$ cat src/rtl/rf_pkg.sv
// rtl/rf_pkg.sv - shared register-file widths, constants and requester ids
package rf_pkg;

  localparam int XLEN    = 32;
  localparam int RF_AW   = 5;
  localparam int RF_NREG = 32;
  localparam logic [RF_AW-1:0] RF_ZERO = '0;

  typedef enum logic {
    REQ_EXEC = 1'b0,
    REQ_LOAD = 1'b1
  } req_id_e;

endpackage

$ cat src/rtl/rf_scoreboard.sv
// rtl/rf_scoreboard.sv - pending-write bit per architectural register
// Set on allocation, cleared on regfile commit; set wins a same-edge collision.
module rf_scoreboard
  import rf_pkg::*;
#(
  parameter int AW   = RF_AW,
  parameter int NREG = RF_NREG
) (
  input  logic          clk,
  input  logic          rst_n,
  input  logic          set_en,
  input  logic [AW-1:0] set_rd,
  input  logic          clr_en,
  input  logic [AW-1:0] clr_rd,
  input  logic [AW-1:0] ra1,
  input  logic [AW-1:0] ra2,
  output logic          busy1,
  output logic          busy2
);

  logic [NREG-1:0] pending_q;
  logic [NREG-1:0] pending_d;

  always_comb begin
    pending_d = pending_q;
    if (clr_en) begin
      pending_d[clr_rd] = 1'b0;
    end
    if (set_en && (set_rd != '0)) begin
      pending_d[set_rd] = 1'b1;
    end
    // x0 is hard-wired zero and can never be pending
    pending_d[0] = 1'b0;
  end

  always_ff @(posedge clk or negedge rst_n) begin
    if (!rst_n) begin
      pending_q <= '0;
    end else begin
      pending_q <= pending_d;
    end
  end

  assign busy1 = (ra1 != '0) && pending_q[ra1];
  assign busy2 = (ra2 != '0) && pending_q[ra2];

endmodule

$ cat src/rtl/rf_wb_arbiter.sv
// rtl/rf_wb_arbiter.sv - round-robin writeback arbiter for the single regfile write port
// Registered write stage plus pending-write scoreboard for decode RAW stalls.
module rf_wb_arbiter #(
  parameter int XLEN = rf_pkg::XLEN,
  parameter int AW   = rf_pkg::RF_AW
) (
  input  logic            clk,
  input  logic            rst_n,
  input  logic            alloc_valid,
  input  logic [AW-1:0]   alloc_rd,
  input  logic [AW-1:0]   ra1,
  input  logic [AW-1:0]   ra2,
  output logic            busy1,
  output logic            busy2,
  input  logic            req0_valid,
  output logic            req0_ready,
  input  logic [AW-1:0]   req0_wa,
  input  logic [XLEN-1:0] req0_wd,
  input  logic            req1_valid,
  output logic            req1_ready,
  input  logic [AW-1:0]   req1_wa,
  input  logic [XLEN-1:0] req1_wd,
  output logic            rf_write,
  output logic [AW-1:0]   rf_wa,
  output logic [XLEN-1:0] rf_wd
);

  import rf_pkg::*;

  req_id_e         rr_last_q;
  req_id_e         rr_last_d;
  logic            rf_write_q;
  logic            rf_write_d;
  logic [AW-1:0]   rf_wa_q;
  logic [AW-1:0]   rf_wa_d;
  logic [XLEN-1:0] rf_wd_q;
  logic [XLEN-1:0] rf_wd_d;

  logic            grant0;
  logic            grant1;
  logic [AW-1:0]   win_wa;
  logic [XLEN-1:0] win_wd;

  always_comb begin
    grant0     = 1'b0;
    grant1     = 1'b0;
    rr_last_d  = rr_last_q;
    rf_write_d = 1'b0;
    rf_wa_d    = rf_wa_q;
    rf_wd_d    = rf_wd_q;

    // Requesters must never see a grant while the block is held in reset
    if (rst_n) begin
      if (req0_valid && req1_valid) begin
        if (rr_last_q == REQ_LOAD) begin
          grant0 = 1'b1;
        end else begin
          grant1 = 1'b1;
        end
      end else if (req0_valid) begin
        grant0 = 1'b1;
      end else if (req1_valid) begin
        grant1 = 1'b1;
      end
    end

    win_wa = grant1 ? req1_wa : req0_wa;
    win_wd = grant1 ? req1_wd : req0_wd;

    if (grant0) begin
      rr_last_d = REQ_EXEC;
    end else if (grant1) begin
      rr_last_d = REQ_LOAD;
    end

    // x0 writes are consumed here so the regfile never sees them
    if ((grant0 || grant1) && (win_wa != '0)) begin
      rf_write_d = 1'b1;
      rf_wa_d    = win_wa;
      rf_wd_d    = win_wd;
    end
  end

  always_ff @(posedge clk or negedge rst_n) begin
    if (!rst_n) begin
      rr_last_q  <= REQ_LOAD;
      rf_write_q <= 1'b0;
      rf_wa_q    <= '0;
      rf_wd_q    <= '0;
    end else begin
      rr_last_q  <= rr_last_d;
      rf_write_q <= rf_write_d;
      rf_wa_q    <= rf_wa_d;
      rf_wd_q    <= rf_wd_d;
    end
  end

  assign req0_ready = grant0;
  assign req1_ready = grant1;
  assign rf_write   = rf_write_q;
  assign rf_wa      = rf_wa_q;
  assign rf_wd      = rf_wd_q;

  rf_scoreboard #(
    .AW   (AW),
    .NREG (1 << AW)
  ) u_scoreboard (
    .clk    (clk),
    .rst_n  (rst_n),
    .set_en (alloc_valid),
    .set_rd (alloc_rd),
    .clr_en (rf_write_q),
    .clr_rd (rf_wa_q),
    .ra1    (ra1),
    .ra2    (ra2),
    .busy1  (busy1),
    .busy2  (busy2)
  );

endmodule
$ cat config.mk
export PLATFORM = sky130hd
export DESIGN_NAME = rf_wb_arbiter
export DESIGN_NICKNAME = d
export VERILOG_FILES = /design/src/rtl/rf_pkg.sv /design/src/rtl/rf_scoreboard.sv /design/src/rtl/rf_wb_arbiter.sv
export SDC_FILE = /design/constraint.sdc
export NUM_CORES = 1
export LEC_CHECK = 0
export BUFFER_PORTS_ARGS = -buffer_cell sky130_fd_sc_hd__buf_2
export CORE_MARGIN = 2
export CORE_UTILIZATION = 46
export CTS_CLUSTER_SIZE = 20
export DETAILED_ROUTE_END_ITERATION = 16
export PLACE_DENSITY = 0.74
export SYNTH_ARGS = -nofsm -noshare
export SYNTH_HDL_FRONTEND = slang
export SYNTH_HIERARCHICAL = 1
export SYNTH_SLANG_ARGS = --single-unit
$ cat constraint.sdc
create_clock -name clk -period 2.2 [get_ports clk]
set_clock_uncertainty 0.1 [all_clocks]
set_input_delay 0.11 -clock clk [delete_from_list [all_inputs] [get_ports clk]]
set_output_delay 0.11 -clock clk [all_outputs]
set_load 0.01 [all_outputs]
==> results by group, run 1 <==
Cells and area
  • Nets: approximately 590
  • Area Growth Syn to Fin: 26.0%
  • Share of cells above drive strength 1: 0.478
  • Filler cell count: between 700 and 800
  • Ant. Diodes: 0

Global route
  • Largest net degree at the start of global routing: 52
  • First-pass GRT wire length: approximately 18 mm
  • Total track usage: 0.235
  • GR Overflow Total: 0
  • Initial antenna violation count: 0
  • Via count of the first global-routing pass: roughly 3600

Detailed routing
  • # DRC: 0
  • Total length of routed wires: between 10 and 15 mm
  • DRT iter0 DRCs: 277
  • Vias: between 3000 and 4000
  • First-pass DRT Iterations: 4
  • DR WL/cell: roughly 18 um
  • Routed Antenna Nets: 0
  • Vias per std cell: 5.77

Timing
  • Worst-margin pin slew: approximately 500 ps
  • Period utilization: 0.927
  • Rel. slew slack: 0.652
  • Max Clock Freq: slightly below 0.5 GHz
  • Tmin final: ~2000 ps
  • Setup TNS: 0 ps
  • RSZ-0062 raised after global routing: false
  • Fin. max-slew vios: 0
  • Worst setup margin: 161 ps
  • Final setup violation count: 0
  • Final hold vios: 0

Die
  • Core ar.: approximately 8600 um2
  • Initial core utilization: 0.468
  • Die height: 97.7 um
  • FP Rows: 34
  • Die area: ~9600 um2
  • Die width: between 90 and 100 um
  • IO Count: between 100 and 150

Setup path
  • Crit end category: primary output
  • CP Class: reg2out
  • CP cell instances: nor2b_1 -> a2111oi_2 -> a221oi_1 -> a21oi_1 -> nand3_1 -> buf_2
  • Worst Path Required: between 1500 and 2000 ps
  • Worst reg2reg startpoint: rr_last_q
  • Critical-path top delay cell: a2111oi_2
  • Critical Path Start Type: flop
  • Worst R2R Path Depth: 6
  • Worst r2r dst: rf_wd[23]
  • Critical path data arrival time: ~1800 ps
  • R2R setup slack: roughly 200 ps
  • Largest stage delay, worst path: about 430 ps
  • Worst-path maximum fanout: 3

Synthesis
  • Post-Syn Area: between 4000 and 5000 um2
  • Post-Synth Adder-Cell Area: 0
  • Synthesis Warnings: 6
  • Post-synth top cells: dfrtp_1 (69), o21ai_0 (66), mux2_2 (38)
  • Top cells by area, synth: dfrtp_1 (43%), mux2_2 (11%), mux2_4 (10%), o21ai_0 (8.2%), mux2i_1 (5.2%)
  • Sequential cell area fraction in the yosys report: 0.434
  • Simple-gate portion of the synthesized area: 0.108
  • Synth top area share: 0.427
  • Synth Register Bits: 70
  • Synth Flop Type: dfrtp_1
  • Xor/xnor share of the synthesized area: 0
  • Syn Area/Cell: 11.5 um2
  • Asr flop ratio synth: 1.00
  • Synth cell types: 40
  • Compound-Gate Fraction of Synth Area: 0.155
  • Synth Instances: 351
  • Post-synth EDFFs: 0
  • Mux contribution to synthesized area: 0.273
  • Count leader, synth: dfrtp_1
  • Largest family of logic cells by synthesized area: multiplexers
  • Post-Syn Nets: between 400 and 500
  • Cell accounting for the most synthesized area: dfrtp_1

Worst hold path
  • Worst Min Path Start: req1_wa[4]
  • HP Class: in2reg
  • WHS Path Cells: 3
  • Hold endpoint: rf_wa[4]

Place
  • Port Buffers: 135
  • Dpl ws: between 150 and 200 ps
  • GP Congestion: around 0.86
  • Detailed placement HPWL: 8.17 mm

Clock network
  • CTS tree: yes
  • Sink Count: 70
  • Clk_lat worst skew: roughly 330 ps
  • Clock Pin Slew Worst Setup and Hold Paths: roughly 80 ps
  • Maximum clock path buffer count: 2
  • Cts bufs inserted: 9
  • Post-CTS Setup Inserts: 0
  • Clock root buffer: clkbuf_8
  • H-tree Lvls: 3

Run status
  • Status: complete, no violations

Flow run
  • Max-cap viol count: 0

Pwr
  • Pwr/cell area: about 860 nW/um2
  • Maximum VDD drop: between 400 and 500 uV
  • Leakage: between 0.002 and 0.0025 uW
==> worst max-delay path: cells and delay by family, from the launching register on <==
family,cells,cell delay (ps)
compound gates,3,700
simple gates,2,240
buf+inv,1,140
flops,1,400
==> state kept, by name, summed over array words and instances (netlist names) <==
register / cells
u_scoreboard/pending_q: 31
rf_write: 1
rr_last_q: 1
rf_wd: 32
rf_wa: 5
==> area by class of cell <==
type                       count  area [um2]  area share
tap                          108         135      0.0265
inverter                       5        18.8     0.00368
sequential                    70        1750       0.344
timing repair buffer         146         792       0.155
clock buffer                   9         124      0.0243
clock inverter                 7        97.6      0.0192
multi-input combinational    263        2170       0.427
==> how the worst max path moves through the flow <==
stage / start / endpoint / slack (ps)
after CTS: rst_n / rf_wa[1] / 60
final: u_scoreboard/pending_q[8] / busy1 / 160
after floorplan: rr_last_q / rf_wd[16] / 180
after global routing: rst_n / rf_wa[1] / 4
after detailed placement: rr_last_q / rf_wd[22] / 200
after global placement: rr_last_q / rf_wd[23] / 230
==> what timing repair did <==
item,CTS,global route
resized for setup,1,3
hold endpoints to repair,70,0
endpoints found under the setup margin,1,4
gates cloned,0,0
hold buffers,2,0
==> placed cells by master, fill, tap and decap left out, types with 4 or more instances in the layout <==
cell	Yosys	routed
buf_2	5	135
a2111oi_0	6	4
a221oi_1	8	8
mux2_4	28	28
dfrtp_1	69	69
nand3_1	8	8
buf_4	1	6
nor2b_1	12	12
o21ai_0	66	66
clkbuf_8	0	9
nand2_1	11	11
and2_1	8	8
mux2_2	38	38
inv_1	4	4
or3b_2	4	4
mux2i_1	21	21
a21oi_1	7	7
nand3b_1	10	10
nor2_1	7	7
==> cells by family (layout without fill, tap and decap cells) <==
kind of cell,after synthesis,count (layout)
simple gates,74,74
buf+inv,18,167
compound gates,100,100
flops,70,70
mux,89,89
==> where the power goes <==
group          total [uW]  switching (uW)  internal (uW)
logic                1260             610            651
registers            1970             321           1650
clock network        1150             510            642
total                4380            1440           2940
==> per-stage QoR <==
stage	util	instances	total power [uW]	cell area (um2)	hold WS, ps
after floorplan	-	351	2660	4040	-286
after global placement	0.561	590	3150	4840	53.6
after detailed placement	0.561	590	3210	4840	72.8
after CTS	0.589	608	4380	5080	0.357
after global routing	0.590	608	4620	5090	6.93
final	0.590	608	4380	5090	12.9
==> layer usage <==
metal | GRT usage | vias up | wire (um)
met4 | 0.0897 | 0 | 253
li1 | - | 1623 | -
met1 | 0.302 | 1699 | 4570
met5 | 0 | - | 0
met2 | 0.393 | 170 | 5420
met3 | 0.0480 | 19 | 777
Note: power is estimated with default switching activity, not from simulation.
==> inputs of run 2 (changes only) <==
--- a/config.mk
+++ b/config.mk
@@ -5,8 +5,7 @@
 export SDC_FILE = /design/constraint.sdc
 export NUM_CORES = 1
 export LEC_CHECK = 0
-export BUFFER_PORTS_ARGS = -buffer_cell sky130_fd_sc_hd__buf_2
-export CORE_MARGIN = 2
+export BUFFER_PORTS_ARGS = -buffer_cell sky130_fd_sc_hd__clkbuf_2
 export CORE_UTILIZATION = 46
 export CTS_CLUSTER_SIZE = 20
 export DETAILED_ROUTE_END_ITERATION = 16
==> results by group, run 2 (synthesis gave the netlist of run 1 again) <==
Place
  • Detailed placement HPWL: between 7 and 8 mm
  • GP Congestion: about 0.87
  • Port Buffers: approximately 140
  • Post-DP Area: between 4000 and 5000 um2

Global route
  • Initial antenna violation count: 0
  • Largest net degree at the start of global routing: 67
  • Total track usage: 0.246
  • GR Overflow Total: 0
  • First-pass GRT wire length: about 17 mm
  • Via count of the first global-routing pass: around 3500

Timing
  • Period utilization: 0.984
  • Max Clock Freq: about 0.46 GHz
  • Worst-margin pin slew: slightly above 800 ps
  • Final setup violation count: 0
  • Setup TNS: 0 ps
  • Final hold vios: 0
  • Rel. slew slack: 0.457
  • Tmin final: roughly 2200 ps
  • Fin. max-slew vios: 0
  • RSZ-0062 raised after global routing: false

Detailed routing
  • DR WL/cell: roughly 18 um
  • DRT iter0 DRCs: between 200 and 250
  • Routed Antenna Nets: 0
  • WL met2: slightly above 5 mm
  • Routed met3 length: ~690 um
  • Vias: ~3500
  • DR top layer: met4
  • # DRC: 0
  • Wire length on met1: around 4.6 mm
  • First-pass DRT Iterations: 5
  • Vias per std cell: about 6
  • Total length of routed wires: approximately 11 mm

Pwr
  • Leakage: ~0.0023 uW
  • Combinational power share: 0.282
  • Share of power burned in registers: 0.457
  • Total Power: ~4400 uW
  • Clock share of power: 0.261
  • Internal power: slightly below 3000 uW
  • Switching power: between 1000 and 1500 uW
  • Maximum VDD drop: between 400 and 500 uV
  • Net Sw Frac: 0.327
  • Pwr/cell area: around 860 nW/um2

Die
  • Die width: about 96 um
  • Core ar.: around 8300 um2
  • Initial core utilization: 0.485
  • IO Count: 136
  • Die height: approximately 96 um
  • Die area: approximately 9200 um2
  • FP Rows: 33

Cells and area
  • Nets: 587
  • Most frequent cells in the layout: clkbuf_2 (134), dfrtp_1 (69), o21ai_0 (66)
  • Commonest non-fill, non-tap cell in the layout: clkbuf_2
  • Share of cells above drive strength 1: 0.476
  • Filler cell count: around 700
  • Max reg flops: 32
  • Multi-input logic area: between 2000 and 2500 um2
  • Layout Utilization: 0.608
  • Post-route cell area: ~5100 um2
  • Ant. Diodes: 0
  • Area Growth Syn to Fin: 25.5%
  • Register area: 1750 um2

Clock network
  • Cts bufs inserted: 9
  • Post-CTS Setup Inserts: 0
  • CTS tree: yes
  • Clock root buffer: clkbuf_8
  • H-tree Lvls: 3
  • Clk_lat worst skew: between 300 and 400 ps
  • Maximum clock path buffer count: 2
  • Sink Count: 70
  • Clock Pin Slew Worst Setup and Hold Paths: 80 ps

Run status
  • Status: complete, no violations

Flow run
  • Max-cap viol count: 0

Setup path
  • Worst Path Required: 1990 ps
  • Critical path data arrival time: slightly below 2000 ps
  • Critical-path top delay cell: a2111oi_0
  • CP cell instances: nor2b_1 -> a2111oi_0 -> a221oi_1 -> nand4b_1 -> nand3_1 -> clkbuf_2
  • Crit end category: primary output
  • Largest stage delay, worst path: between 500 and 600 ps
  • Worst-path maximum fanout: 3
  • Critical Path Start Type: flop
  • CP Class: reg2out

Worst hold path
  • HP Class: in2reg
==> run 2: cell types whose count changed in the layout (fill, tap and decap cells not counted) <==
cell        before  now
clkinv_2         1    0
a2111oi_0        4    5
clkinvlp_4       2    4
buf_6            1    0
buf_4            6    5
inv_6            1    0
buf_2          135    1
clkbuf_2         0  134
a2111oi_1        2    1
==> run 2: critical path, delay by kind of cell, from the launching register on <==
kind / cells / cell delay (ps)
flops: 1 / 400
buf+inv: 1 / 130
simple gates: 3 / 370
compound gates: 2 / 710
==> run 2: worst paths after layout <==
kind                                       startpoint                    endpoint  slack (ps)  cells after the start
hold reg to reg                             rf_wd[27]                   rf_wd[27]         420                      1
setup / recovery           u_scoreboard/pending_q[16]                       busy1          40                      6
hold / removal                            req1_wd[30]                   rf_wd[30]          30                      3
setup reg to reg                            rr_last_q                   rf_wd[21]         230                      6
max in group asynchronous                       rst_n  u_scoreboard/pending_q[20]         870                      3
min in group asynchronous                       rst_n                   rf_wd[16]          90                      2
==> run 2: cell type report <==
type | instances | area share
repair buffers | 144 | 0.152
clock buffers | 9 | 0.0244
well taps | 105 | 0.0259
flip-flops and latches | 70 | 0.346
inverters | 5 | 0.00370
multi-input cells | 263 | 0.428
clock inverters | 7 | 0.0195
==> run 2: timing repair <==
action | 4_1_cts | 5_1_grt
gates cloned | 0 | 0
hold buffers | 2 | 0
pin swaps | 0 | 0
resized for setup | 1 | 1
endpoints found under the hold margin | 5 | 0
endpoints found under the setup margin | 1 | 1
==> run 2: through the flow <==
| stage | std cells | setup slack, ps | hold slack (ps) |
|---|---|---|---|
| after floorplan | 351 | 177 | -286 |
| after global placement | 585 | 286 | -151 |
| after detailed placement | 585 | 241 | -149 |
| after CTS | 603 | 49.5 | 11.0 |
| after global routing | 603 | 12.7 | 10.9 |
| final | 603 | 35.5 | 28.1 |
==> run 2: power groups by stage <==
stage	Combinational, uW	Sequential [uW]	Clock, uW
floorplan	750	1910	0
global placement	1180	1970	0
detailed placement	1220	1990	0
CTS	1230	1970	1150
global route	1350	2030	1210
finish	1230	1990	1130
==> run 2: metal layers <==
metal | vias up | track usage
met4 | 0 | 0.107
met1 | 1692 | 0.322
li1 | 1616 | -
met3 | 24 | 0.0355
met5 | - | 0
met2 | 185 | 0.405
